**config.mk**
```make
export PLATFORM = sky130hd
export DESIGN_NAME = pattern_serializer
export DESIGN_NICKNAME = d
export VERILOG_FILES = /design/src/rtl/pattern_serializer.sv
export SDC_FILE = /design/constraint.sdc
export NUM_CORES = 1
export LEC_CHECK = 0
export ABC_AREA = 1
export ABC_CLOCK_PERIOD_IN_PS = 2800
export BUFFER_PORTS_ARGS = -buffer_cell sky130_fd_sc_hd__buf_2
export CAP_MARGIN = 15
export CELL_PAD_IN_SITES_DETAIL_PLACEMENT = 1
export CELL_PAD_IN_SITES_GLOBAL_PLACEMENT = 2
export CORE_UTILIZATION = 32
export DETAILED_ROUTE_END_ITERATION = 7
export GPL_TIMING_DRIVEN = 0
export PLACE_DENSITY_LB_ADDON = 0.1
export SLEW_MARGIN = 20
export SYNTH_ARGS = -nofsm -noshare
export SYNTH_HDL_FRONTEND = slang
export SYNTH_SLANG_ARGS = --single-unit
export TNS_END_PERCENT = 50
```
**constraint.sdc**
```tcl
create_clock -name clk -period 2.8 [get_ports clk]
set_clock_uncertainty 0.15 [all_clocks]
set_input_delay 0.28 -clock clk [delete_from_list [all_inputs] [get_ports clk]]
set_output_delay 0.28 -clock clk [all_outputs]
set_load 0.005 [all_outputs]
```
**src/rtl/pattern_serializer.sv**
```systemverilog
// Serial pattern source: accepts a pattern and repeat count, then shifts the pattern out MSB-first.
// Define PATSER_PARITY_EN to append an even-parity bit after every repetition.
module pattern_serializer #(
    parameter int PAT_W = 6,
    parameter int CNT_W = 4
) (
    input  logic             clk,
    input  logic             rstn,
    input  logic             load_valid,
    output logic             load_ready,
    input  logic [PAT_W-1:0] load_pattern,
    input  logic [CNT_W-1:0] load_reps,
    output logic             ser_out,
    output logic             ser_valid,
    output logic             frame_start,
    output logic             done
);
    localparam int IDX_W = $clog2(PAT_W);
    localparam logic [IDX_W-1:0] LAST_IDX = IDX_W'(PAT_W - 1);

`ifdef PATSER_PARITY_EN
    typedef enum logic [1:0] {IDLE = 2'd0, SHIFT = 2'd1, PARITY = 2'd2, DONE = 2'd3} state_t;
`else
    typedef enum logic [1:0] {IDLE = 2'd0, SHIFT = 2'd1, DONE = 2'd3} state_t;
`endif

    state_t           r_state;
    logic [IDX_W-1:0] r_idx;
    logic [CNT_W-1:0] r_reps;
    logic [PAT_W-1:0] r_pat;
    logic             r_ready;
    logic             r_ser_out;
    logic             r_ser_valid;
    logic             r_frame_start;
    logic             r_done;

    state_t           w_state_nxt;
    logic [IDX_W-1:0] w_idx_nxt;
    logic [CNT_W-1:0] w_reps_nxt;
    logic [PAT_W-1:0] w_pat_nxt;
    logic             w_accept;
    logic             w_frame_end;
    logic             w_ser_out_nxt;
    logic             w_ser_valid_nxt;
    logic             w_frame_start_nxt;

    assign w_accept = load_valid && r_ready;

    always_comb begin
        w_state_nxt       = r_state;
        w_idx_nxt         = r_idx;
        w_reps_nxt        = r_reps;
        w_pat_nxt         = r_pat;
        w_frame_end       = 1'b0;
        w_ser_out_nxt     = 1'b0;
        w_ser_valid_nxt   = 1'b0;
        w_frame_start_nxt = 1'b0;

        unique case (r_state)
            IDLE: begin
                if (w_accept) begin
                    w_pat_nxt   = load_pattern;
                    w_reps_nxt  = load_reps;
                    w_idx_nxt   = LAST_IDX;
                    w_state_nxt = (load_reps != '0) ? SHIFT : DONE;
                end
            end
            SHIFT: begin
                if (r_idx == '0) begin
`ifdef PATSER_PARITY_EN
                    w_state_nxt = PARITY;
`else
                    w_frame_end = 1'b1;
`endif
                end else begin
                    w_idx_nxt = r_idx - IDX_W'(1);
                end
            end
`ifdef PATSER_PARITY_EN
            PARITY: w_frame_end = 1'b1;
`endif
            DONE:    w_state_nxt = IDLE;
            default: w_state_nxt = IDLE;
        endcase

        // Shared end-of-repetition decision; reps_left never drops below 1.
        if (w_frame_end) begin
            if (r_reps > CNT_W'(1)) begin
                w_reps_nxt  = r_reps - CNT_W'(1);
                w_idx_nxt   = LAST_IDX;
                w_state_nxt = SHIFT;
            end else begin
                w_state_nxt = DONE;
            end
        end

        // Outputs are decoded from the next state so they can be registered.
        if (w_state_nxt == SHIFT) begin
            w_ser_valid_nxt   = 1'b1;
            w_ser_out_nxt     = w_pat_nxt[w_idx_nxt];
            w_frame_start_nxt = (w_idx_nxt == LAST_IDX);
        end
`ifdef PATSER_PARITY_EN
        else if (w_state_nxt == PARITY) begin
            w_ser_valid_nxt = 1'b1;
            w_ser_out_nxt   = ^w_pat_nxt;
        end
`endif
    end

    always_ff @(posedge clk) begin
        if (!rstn) begin
            r_state       <= IDLE;
            r_idx         <= '0;
            r_reps        <= '0;
            r_pat         <= '0;
            r_ready       <= 1'b0;
            r_ser_out     <= 1'b0;
            r_ser_valid   <= 1'b0;
            r_frame_start <= 1'b0;
            r_done        <= 1'b0;
        end else begin
            r_state       <= w_state_nxt;
            r_idx         <= w_idx_nxt;
            r_reps        <= w_reps_nxt;
            r_pat         <= w_pat_nxt;
            r_ready       <= (w_state_nxt == IDLE);
            r_ser_out     <= w_ser_out_nxt;
            r_ser_valid   <= w_ser_valid_nxt;
            r_frame_start <= w_frame_start_nxt;
            r_done        <= (w_state_nxt == DONE);
        end
    end

    assign load_ready  = r_ready;
    assign ser_out     = r_ser_out;
    assign ser_valid   = r_ser_valid;
    assign frame_start = r_frame_start;
    assign done        = r_done;

endmodule

```
# Word-level counts from Yosys, hierarchy flattened
# Cells that the tools add are included.
# totals
regBits,20
input_bits,13
wordCells,44
latchBits,0
mem_bits_rw,0
romBits,0
mem_count,0
output_inout_bits,5
# op_classes
add_sub_neg,2
n_shift,0
div,0
muxes,21
n_mul,0
bitwise_logic,0
n_reduce_logical,6
eq_ne,4
n_lt_le_gt_ge,2
# ops
cell,count
$mux W4,4
$mux W3,4
$mux W6,2
$mux W2,4
$pmux W3 S2,1
$eq A2 B1 Y1 const B,2
$gt A4 B1 Y1 const B,1
$logic_not A2 Y1,2
$lt A3 B4 Y1 const B,1
$mux W1,4
$pmux W2 S2,1
$reduce_bool A4 Y1,1
$sub A4 B1 Y4 const B,1
$bmux W1 S3,1
$eq A3 B3 Y1 const B,1
$logic_not A3 Y1,1
$sub A3 B1 Y3 const B,1
$eq A2 B2 Y1 const B,1
$reduce_and A2 Y1,1
$logic_and A1 B1 Y1,1

# Logic depth before layout (Yosys ltp)
# depth
depth_word,7
ltp_mapped,14
ltp_nobuf,14

# Worst setup path before layout
# Ideal clock, no wire load.
# synth_path
path_kind,register -> register
from,reg r_reps[0]
to,reg r_ser_out (netlist: ser_out)
t_required_ns,2.533
n_path_buf,0
arrival_ns,1.396
path_slack_ns,1.137
stages_incl_launch_ff,15
path_cell_list,dfxtp_1 inv_1 ha_1 inv_1 nand2_1 nand2_1 nand2_2 nand2_1 clkinv_2 nand3_2 nand2_1 nand3_1 nand2_1 nand2_1 a21oi_2
# synth_between
elab_chain_cells,5
# synth_rtl
element,line,text
from (decl),29,logic [CNT_W-1:0] r_reps;
from (signal assigned),125,r_reps <= w_reps_nxt;
$gt A4 B1 Y1 (*),88,if (r_reps > CNT_W'(1)) begin
$mux W3 / $mux W2 (equally long branches),88,
$mux W3 / $mux W2 (equally long branches),87,if (w_frame_end) begin
$bmux W1 S3 / $eq A2 B1 Y1 (equally long branches),"100, 98",
$mux W1 (implied by the code) / $reduce_and A2 Y1 (equally long branches),n/a,
to (signal assigned),128,r_ser_out <= w_ser_out_nxt;
to (decl),32,logic r_ser_out;
# Mark *: on every way between the ends. The rest lies on a longest branch, timed or not. The select of a mux whose other input is x is not followed.
# A chain may end at the register's enable or synchronous reset.

# Final worst setup path
# Ends and elaborated chain as after synthesis.

==> impl_metrics.csv <==
group,metric,value,unit
run_status,run_status,"completed",
place,place.gp.congestion,0.702,
setup_path,critical_path_class,"reg -> reg",
timing,slew_viol_final,0,
timing,setup_viol,0,
logic_synthesis,synth_nets,160,
setup_path,r2r-end,"ser_out",
flow_run,maxCapViolCount,0,
timing,fin_crit_sh,0.695,
route,ant_nets,0,
grt,antenna_found_initial,0,
logic_synthesis,syn_area_per_cell,7.13,um^2
finish,areaGrowthSynthToFinish,16.0,%
die,die_h,58.5,um
timing,hold_viol_final,0,
die,io_pins,18,
cts,numClockSinks,20,
timing,rsz0062_at_grt,"no",
cts,cts.path.max_buffers,2,
finish,antenna_cells,0,
timing,fmax,0.514,GHz
die,initial_core_util,0.337,
setup_path,end_kind,"register",
cts,cts_max_level,1,
finish,final_cell_mix,"30 x nand2_1, 22 x inv_1, 22 x nor2_1, 20 x dfxtp_1, 17 x buf_2",
timing,tns,0,ns
route,vias,941,
pwr,power,0.000688,W
setup_path,path_max_fanout,9,
timing,hold_ws,0.0761,ns
finish,nNetsFinal,182,
cts,cts_root_buf,"clkbuf_4",
setup_path,critPathLaunch,"r_reps[0]",
die,rows,20,
min_path,worstHoldPathType,"in -> reg",
cts,cts_resized,0,
grt,overflow,0,
route,firstDrtPassIters,2,
die,die_w,58.5,um
timing,period_needed,1.95,ns
grt,first_global_vias,927,
cts,clk_pin_slew,0.11,ns
setup_path,reg2reg_from,"r_reps[0]",
timing,relSlewSlack,0.687,
setup_path,endpoint,"ser_out",
logic_synthesis,synth_area,1020,um^2
pwr,peakVddDrop,180,uV
finish,drive_above_1_share,0.215,
pwr,power_leakage,0.616,nW
finish,fillers,400,
route,viasPerCell,4.55,
logic_synthesis,ys_seq_area_frac,0.393,
logic_synthesis,synth_ff_type,"dfxtp_1",
cts,cts-hold-fix-buffers,0,
cts,clk_latency,0.30,ns
setup_path,slowest_delay,0.37,ns
setup_path,r2r_slack,0.85,ns
timing,tightest_slew,0.465,ns
route,drcViolationCount,0,
logic_synthesis,ys_types,26,
setup_path,crit_path_top_delay_cell,"dfxtp_1",
finish,layout_commonest_cell,"nand2_1",
grt,grt_pass1_wl,4170,um
logic_synthesis,ys_warn_count,0,
logic_synthesis,synth_edf_count,0,
logic_synthesis,async_flop_share,0,
logic_synthesis,synthCells,143,
logic_synthesis,ys_ff_latch,20,
grt,grt_max_degree,11,
setup_path,cp_cell_sequence,"inv_1 -> ha_1 -> inv_1 -> nand2_1 -> nand2_1 -> nand2_2 -> nand2_1 -> nor3b_4 -> nor2_1 -> nand3_1 -> a21oi_2",
cts,cts_inserted_buffers,3,
setup_path,crit_path_start_kind,"register",
setup_path,cp_common_cell,"nand2_1",
route,drtIter0Drc,17,
cts,cts_tree,"yes",
place,dp_hpwl,1930,um
die,dieArea,3420,um^2
setup_path,arrival,1.99,ns
setup_path,crit_required,2.85,ns
setup_path,reg2reg_depth,11,
cts,post_cts.repair.setup_buffers,0,
pwr,powerDensity,582,nW/um^2
route,wirelength,2400,um
place,io_buffers,17,
route,wl_per_cell,11.6,um
grt,grt_use_total,0.164,
die,core,3030,um^2
-- registers in the layout, indices dropped and copies added, names as in the netlist --
| register | count |
|---|---|
| done | 1 |
| frame_start | 1 |
| load_ready | 1 |
| r_idx | 3 |
| r_pat | 6 |
| r_reps | 4 |
| r_state | 2 |
| ser_out | 1 |
| ser_valid | 1 |
-- kinds of logic after synthesis --
group                      after synthesis  synth area share
and+or+nand+nor                         74             0.339
xor gates and xnor gates                 1           0.00859
buffers and inverters                   26             0.101
DFF                                     20             0.393
muxes                                    2            0.0196
adders and majority gates                4            0.0491
AOI/OAI and AO/OA                       16            0.0908
-- critical path, delay by kind of cell (launching register included) --
family / cells / cell delay [ns]
and+or+nand+nor: 7 / 0.94
adders and majority gates: 1 / 0.19
DFF: 1 / 0.37
AOI/OAI and AO/OA: 1 / 0.06
buffers and inverters: 2 / 0.14
-- cell usage after synthesis (3+ instances only) --
| cell | n | area (um^2) |
|---|---|---|
| dfxtp_1 | 20 | 400 |
| nand3_1 | 4 | 20.0 |
| inv_1 | 22 | 82.6 |
| or2_2 | 3 | 18.8 |
| o21ai_0 | 8 | 40.0 |
| ha_1 | 4 | 50.1 |
| nor3_1 | 4 | 20.0 |
| nor2_1 | 22 | 82.6 |
| a21oi_1 | 4 | 20.0 |
| nand2_1 | 30 | 113 |
-- area by class of cell --
type,instances,area (um^2),area share
plain buffers,2,11.3,0.00952
clock buffers,3,22.5,0.0190
inverters,24,91.3,0.0772
repair buffers,17,85.1,0.0720
flip-flops and latches,20,400,0.339
well taps,44,55.1,0.0466
multi-input cells,97,517,0.437
-- report_power, final --
group	internal, W	switching (W)	total, W
Clock	0.0000501	0.0000873	0.000137
Sequential	0.000313	0.0000174	0.000330
Combinational	0.0000830	0.000137	0.000220
-- metrics by stage --
stage / utilization / std cells / area, um^2 / setup slack (ns)
6_report: 0.390 / 207 / 1180 / 0.854
4_1_cts: 0.390 / 207 / 1180 / 0.801
3_5_place_dp: 0.383 / 204 / 1160 / 0.829
3_3_place_gp: 0.383 / 204 / 1160 / 0.851
2_1_floorplan: - / 143 / 1020 / 1.14
5_1_grt: 0.390 / 207 / 1180 / 0.583
-- worst min-delay path by stage --
stage	to	startpoint	slack (ns)	depth (start not counted)
global route	r_idx[0]	rstn	0.09	3
CTS	r_idx[0]	rstn	0.06	3
detailed placement	r_pat[4]	r_pat[4]	0.34	2
finish	r_idx[0]	rstn	0.08	3
global placement	r_pat[5]	r_pat[5]	0.33	2
floorplan	r_idx[0]	rstn	0.23	2
-- per-layer routing --
metal  vias up  global-route usage  wire [um]
met1       441               0.211       1200
met3         2              0.0198         52
li1        490                   -          -
met5         -                   0          0
met2         8               0.281       1120
met4         0              0.0612         19
No activity file was read; power rests on OpenSTA's default activity.
